<file path="src/rtl/forwarding_scoreboard.sv">
// Operand-fetch scoreboard for the SimpleRISC pipeline: tracks in-flight
// destinations, chooses forwarding sources for both operands and raises load-use stalls.
module forwarding_scoreboard #(
   parameter int DEPTH    = 3,
   parameter int REG_W    = 4,
   parameter int RA_INDEX = 15,
   parameter int SEL_W    = $clog2(DEPTH + 1),
   parameter int CNT_W    = 16
) (
   input  logic             clk,
   input  logic             reset,
   input  logic             of_valid,
   input  logic [31:0]      of_instruction,
   input  logic             flush,
   output logic [SEL_W-1:0] fwd_sel_op1,
   output logic [SEL_W-1:0] fwd_sel_op2,
   output logic             stall,
   output logic [CNT_W-1:0] stall_count
);

   typedef enum logic [4:0] {
      OP_ADD  = 5'd0,  OP_SUB = 5'd1,  OP_MUL = 5'd2,  OP_DIV  = 5'd3,
      OP_MOD  = 5'd4,  OP_CMP = 5'd5,  OP_AND = 5'd6,  OP_OR   = 5'd7,
      OP_NOT  = 5'd8,  OP_MOV = 5'd9,  OP_LSL = 5'd10, OP_LSR  = 5'd11,
      OP_ASR  = 5'd12, OP_NOP = 5'd13, OP_LD  = 5'd14, OP_ST   = 5'd15,
      OP_BEQ  = 5'd16, OP_BGT = 5'd17, OP_B   = 5'd18, OP_CALL = 5'd19,
      OP_RET  = 5'd20
   } opcode_e;

   localparam logic [REG_W-1:0] RA = REG_W'(RA_INDEX);

   logic             validQ   [DEPTH];
   logic [REG_W-1:0] destQ    [DEPTH];
   logic             isLoadQ  [DEPTH];
   logic [CNT_W-1:0] stallCountQ, stallCountD;

   opcode_e          op;
   logic             immBit;
   logic             hasSrc1, hasSrc2, hasDest, isLoad;
   logic [REG_W-1:0] src1, src2, dest;
   logic             stage1LoadValid;

   always_comb begin
      op      = opcode_e'(of_instruction[31:27]);
      immBit  = of_instruction[26];
      hasSrc1 = 1'b0;
      hasSrc2 = 1'b0;
      hasDest = 1'b0;
      src1    = of_instruction[21:18];
      src2    = of_instruction[17:14];
      dest    = of_instruction[25:22];
      isLoad  = (op == OP_LD);

      if ((op <= OP_ASR && op != OP_NOT && op != OP_MOV) || op == OP_LD || op == OP_ST)
         hasSrc1 = 1'b1;
      else if (op == OP_RET) begin
         hasSrc1 = 1'b1;
         src1    = RA;
      end

      // Stores read the data register through the second port regardless of I.
      if (op <= OP_ASR && !immBit)
         hasSrc2 = 1'b1;
      else if (op == OP_ST) begin
         hasSrc2 = 1'b1;
         src2    = of_instruction[25:22];
      end

      if ((op <= OP_ASR && op != OP_CMP) || op == OP_LD)
         hasDest = 1'b1;
      else if (op == OP_CALL) begin
         hasDest = 1'b1;
         dest    = RA;
      end
   end

   // Scan oldest to youngest so the youngest matching stage is the last writer.
   always_comb begin
      fwd_sel_op1 = '0;
      fwd_sel_op2 = '0;
      if (of_valid) begin
         for (int k = DEPTH - 1; k >= 0; k--) begin
            if (validQ[k] && hasSrc1 && destQ[k] == src1)
               fwd_sel_op1 = SEL_W'(k + 1);
            if (validQ[k] && hasSrc2 && destQ[k] == src2)
               fwd_sel_op2 = SEL_W'(k + 1);
         end
      end
      stall = of_valid && !flush && isLoadQ[0] &&
              (fwd_sel_op1 == SEL_W'(1) || fwd_sel_op2 == SEL_W'(1));
      stage1LoadValid = of_valid && !flush && !stall;
      stallCountD = stallCountQ;
      if (stall && stallCountQ != '1)
         stallCountD = stallCountQ + CNT_W'(1);
   end

   always_ff @(posedge clk) begin
      if (reset) begin
         for (int k = 0; k < DEPTH; k++) begin
            validQ[k]  <= 1'b0;
            destQ[k]   <= '0;
            isLoadQ[k] <= 1'b0;
         end
         stallCountQ <= '0;
      end else begin
         validQ[0]  <= stage1LoadValid && hasDest;
         destQ[0]   <= dest;
         isLoadQ[0] <= stage1LoadValid && isLoad;
         for (int k = 1; k < DEPTH; k++) begin
            validQ[k]  <= validQ[k-1];
            destQ[k]   <= destQ[k-1];
            isLoadQ[k] <= isLoadQ[k-1];
         end
         stallCountQ <= stallCountD;
      end
   end

   assign stall_count = stallCountQ;

endmodule
</file>
<file path="config.mk">
export PLATFORM = sky130hd
export DESIGN_NAME = forwarding_scoreboard
export DESIGN_NICKNAME = d
export VERILOG_FILES = /design/src/rtl/forwarding_scoreboard.sv
export SDC_FILE = /design/constraint.sdc
export NUM_CORES = 1
export LEC_CHECK = 0
export CAP_MARGIN = 20
export CORE_ASPECT_RATIO = 1.1
export CORE_UTILIZATION = 45
export CTS_BUF_LIST = sky130_fd_sc_hd__clkbuf_16
export CTS_CLUSTER_DIAMETER = 150
export DETAILED_ROUTE_END_ITERATION = 16
export PLACE_DENSITY = 0.76
export SLEW_MARGIN = 10
export SYNTH_ARGS = -nofsm -noshare
export SYNTH_HDL_FRONTEND = slang
export SYNTH_SLANG_ARGS = --single-unit
</file>
<file path="constraint.sdc">
create_clock -name clk -period 3.16 [get_ports clk]
set_input_delay 0.474 -clock clk [delete_from_list [all_inputs] [get_ports clk]]
set_output_delay 0.474 -clock clk [all_outputs]
set_load 0.02 [all_outputs]
</file>
Yosys cells after proc, flatten, opt, wreduce, memory -nomap -nowiden
Memories as Yosys holds them, arrays and structs flattened.
Index checks and enable logic that the tools add are counted.
{ "word_totals": {"n_memories": 3, "input_bits": 36, "wordCells": 93, "register_bits": 16, "ramBits": 18, "out_inout_bits": 21} }
{ "classes": {"addsub": 1, "order_cmp": 1, "eq_ne": 16, "mux": 32, "reduce_logical": 30, "bitwise_logic": 9} }
{ "memory_table": {"columns": ["name", "depth", "word_bits", "rd", "rd_ports_with_merged_regs", "wr", "line", "rtl"], "rows": [
  ["destQ", 3, 4, 3, 0, 3, "33", "logic [REG_W-1:0] destQ [DEPTH];"],
  ["isLoadQ", 3, 1, 2, 0, 3, "34", "logic isLoadQ [DEPTH];"],
  ["validQ", 3, 1, 3, 0, 3, "32", "logic validQ [DEPTH];"]
]} }
{ "op_table": {"columns": ["operator", "n"], "rows": [
  ["4-bit 2-to-1 mux", 9],
  ["4-bit == test", 6],
  ["1-bit logical AND", 23],
  ["16-bit by 1-bit adder with 16-bit output, second input constant", 1],
  ["2-bit 2-to-1 mux", 8],
  ["16-bit inequality test, second input constant", 1],
  ["1-bit 2-to-1 mux", 15],
  ["5-bit by 4-bit == test with 1-bit output, second input constant", 2],
  ["5-bit == test, second input constant", 2],
  ["5-bit by 4-bit inequality test with 1-bit output, second input constant", 2],
  ["1-bit bitwise OR", 9],
  ["5-bit by 4-bit less-or-equal comparator with 1-bit output, second input constant", 1],
  ["5-bit by 3-bit inequality test with 1-bit output, second input constant", 1],
  ["2-bit by 1-bit == test with 1-bit output, second input constant", 2],
  ["1-bit logical OR", 4],
  ["1-bit zero test", 3]
]} }

Logic depth before layout (Yosys ltp)
{ "depth": {"ltp_word": 19, "depth_mapped": 11} }

Least setup slack after synthesis
OpenSTA, ideal clock, no wires.
{ "synth_path": {"path_type": "input -> output", "from": "input port of_instruction[31]", "to": "output port fwd_sel_op2[1]", "stages": 7, "path_slack_ns": 0.222, "arrival_time_ns": 2.464, "path_cell_list": "buf_2 -> nand3b_1 -> o21ai_0 -> and2_1 -> xnor2_1 -> or4_1 -> a211oi_1"} }
{ "synth_via": {"elab_chain_cells": 9} }
{ "synth_lines": {"columns": ["element", "line", "rtl"], "rows": [
  ["from (decl)", "13", "input logic [31:0] of_instruction,"],
  ["5-bit by 4-bit less-or-equal comparator with 1-bit output or 5-bit by 4-bit == test with 1-bit output (tied branches)", "62, 64", null],
  ["1-bit logical AND, or another cell as far along", "62", "if (op <= OP_ASR && !immBit)"],
  ["4-bit 2-to-1 mux or 1-bit 2-to-1 mux (tied branches)", "62", null],
  ["4-bit == test or 1-bit logical AND (tied branches)", "85", "if (validQ[k] && hasSrc2 && destQ[k] == src2)"],
  ["1-bit logical AND", "85", null],
  ["2-bit 2-to-1 mux (2 in series)", "85", null],
  ["2-bit 2-to-1 mux *", "85", null],
  ["2-bit 2-to-1 mux *", "81", "if (of_valid) begin"],
  ["to (decl)", "16", "output logic [SEL_W-1:0] fwd_sel_op2,"]
]} }
Every way passes the cells marked *; elsewhere a longest branch is shown, timed or not.

Final worst setup path
{ "layout_path": {"from": "input port of_instruction[28]", "to": "output port fwd_sel_op2[1]"} }
Same word-level chain as after synthesis.

==> summary.txt <==
Outcome
  – Outcome: completed

Clock tree
  – CTS tree: yes
  – Clock-pin transition on the worst setup and hold timing paths: around 0.050 ns
  – Htree depth: 2
  – Clk Latency, worst-skew pair: roughly 0.27 ns
  – CTS buffer count: 5
  – CTS Root Cell: clkbuf_16
  – CTS max path bufs: 2
  – Sink Count: 32
  – Post-CTS Hold Buffers: 0

Critical path
  – Startpoint types: input pin
  – Crit-path max FO: 4
  – Worst R2R Start: destQ[0][2]
  – Critical setup path kind: in -> out
  – CP arrival: around 2.7 ns
  – Critical Path Start: of_instruction[28]
  – Worst Path Required: around 2.7 ns
  – R2R setup slack: 0.71 ns
  – Critical Path End Type: primary output

Synth
  – Post-Syn Instances: ~240
  – Share of the synthesized area in the top cell type: between 30% and 40%
  – Avg Inst Size Synth: around 8.2 um^2
  – Post-Syn Area: between 0.0015 and 0.002 mm^2
  – Post-synthesis sequential area ratio: between 30% and 40%
  – Yosys warning total: 0
  – Top cells by area, synth: dfxtp_1 (32%), a21oi_1 (6.6%), nor2b_1 (4.7%)
  – Most common cell in the netlist: dfxtp_1
  – Number of synthesized flops with an enable pin: 0
  – Ys async rst share: 0%
  – Synthesized Nets: 278
  – Synth area leader: dfxtp_1
  – Most used DFF post-synth: dfxtp_1
  – Top post-synthesis cells by count: dfxtp_1 (32), a21oi_1 (26), nor2b_1 (15)
  – Yosys reg bits: 32
  – Count of distinct cell types in the synthesized netlist: 50

Route
  – Routed via count: about 2200
  – DRC violations left: 0
  – Post-route ant nets: 0
  – 1st-pass router iterations: 4
  – DR iter-0 viols: about 170
  – Final WL: approximately 6000 um
  – Via density: around 6
  – Wire per inst: around 16 um

Finish
  – Final #Nets: roughly 360
  – Synthesis-to-finish area growth: 47.7%
  – Layout cells sized above 1: about 25%
  – Antenna diodes: 0

STA
  – Setup Viol. Count Final: 0
  – Hold slack: 0.502 ns
  – Hold Fails Final Rpt: 0
  – Clock skew: 0.00352 ns
  – Fmax: about 0.32 GHz
  – Final setup TNS: 0 ns
  – Crit share post-route: about 100%
  – Worst-margin pin slew: roughly 0.64 ns
  – Max transition margin: ~57%
  – Final setup margin: approximately 0.0035 ns
  – Pins Over Slew Limit: 0
  – Min Tclk post-route: 3.16 ns

Pwr
  – Worst IR Drop VDD: approximately 0.25 mV
  – Switching share of total power: 24.6%
  – Clock Power Share: between 40% and 50%
  – Pint: between 0.7 and 0.8 mW
  – Power per cell area: approximately 350 mW/mm^2
  – Leakage: 1.14 nW
  – Sequential share of power: approximately 41%
  – Switching power: 0.255 mW
  – Comb pwr share: around 15%

Global routing
  – Largest net degree at the start of global routing: 23
  – Total track usage: a little over a quarter
  – Vias in the first global route: 2039
  – First-pass GRT wire length: between 9000 and 10000 um
  – Initial antenna violation count: 0
  – Total congestion overflow: 0

Floorplan
  – # rows: 24
  – Die H: just over 70 um
  – Die Area: about 0.0047 mm^2
  – Core Box Area: ~0.004 mm^2
  – Initial Util: 48.4%
  – Horiz. Die Dim: approximately 65 um
  – IO Pins: 57

Place
  – Port buffer count: between 40 and 50
  – DP HPWL: 4100 um
  – DP Worst Slack: -0.545 ns
  – Routability cong.: 0.936

Run
  – Max cap viols: 0

Worst hold path
  – Worst hold start: validQ[0][1]
  – Worst min path class: reg -> reg
-- kinds of logic after synthesis --
| family | synth area share (%) |
|---|---|
| buffers and inverters | 4.62 |
| AOI/OAI and AO/OA | 23.0 |
| DFF | 32.4 |
| and+or+nand+nor | 29.3 |
| muxes | 3.42 |
| adders and majority gates | 0.633 |
| xor gates and xnor gates | 6.65 |
-- stage by stage --
stage	utilization, %	area [um^2]	total power, mW	std cells
2_1_floorplan	-	1980	0.490	241
6_report	71.5	2920	1.03	371
5_1_grt	71.5	2920	1.07	371
3_3_place_gp	64.9	2650	0.562	358
3_5_place_dp	64.9	2650	0.565	358
4_1_cts	69.0	2820	1.02	368
-- routing by layer --
metal	share of wire, %	global-route usage, %	vias to the layer above
li1	-	-	1055
met5	0	0	-
met1	43	32.2	1038
met4	2.6	10.1	0
met2	48	44.9	93
met3	5.8	6.37	16
-- power by group through the flow --
stage | clock network, mW | registers (mW) | logic (mW)
after floorplan | 0 | 0.426 | 0.0638
after global placement | 0 | 0.428 | 0.134
after detailed placement | 0 | 0.429 | 0.136
after CTS | 0.460 | 0.420 | 0.142
after global routing | 0.481 | 0.421 | 0.168
final | 0.457 | 0.420 | 0.157
-- layout make-up --
type / instances / area (um^2)
inverter: 12 / 45.0
timing repair buffer: 78 / 688
multi-input combinational: 189 / 1340
tap: 52 / 65.1
sequential: 32 / 641
clock inverter: 3 / 15.0
clock buffer: 5 / 125
fill: 319 / 1160
-- final timing paths --
kind / to / cells after the start
max: fwd_sel_op2[1] / 8
min: validQ[0][2] / 1
max reg2reg: stall_count[8] / 9
min reg2reg: validQ[0][2] / 1
-- layout by cell type (no fill, tap or decap), types with 8 or more instances in the layout --
cell type / count
buf_4: 36
clkdlybuf4s50_1: 33
dfxtp_1: 32
a21oi_1: 23
nor2b_1: 15
inv_1: 13
nand2_1: 12
nand3_1: 12
nor2_1: 11
xor2_1: 9
nand4_1: 8
-- critical path: stages --
cell and delay (ns):
clkdlybuf4s50_1 0.47, o211a_1 0.26, o32ai_2 0.27, buf_4 0.20
nand4b_1 0.12, or4_1 0.50, a211oi_2 0.20, buf_4 0.17
-- state kept, by name (all words and copies together) (netlist names) --
signal       flops
destQ           12
validQ           3
isLoadQ          1
stall_count     16
-- timing repair --
item	in CTS	in global routing
setup buffers	2	3
pin swaps	0	5
gates resized for setup	30	23
endpoints found under the setup margin	5	5
hold endpoints to repair	0	0
No activity file was read; power rests on OpenSTA's default activity.
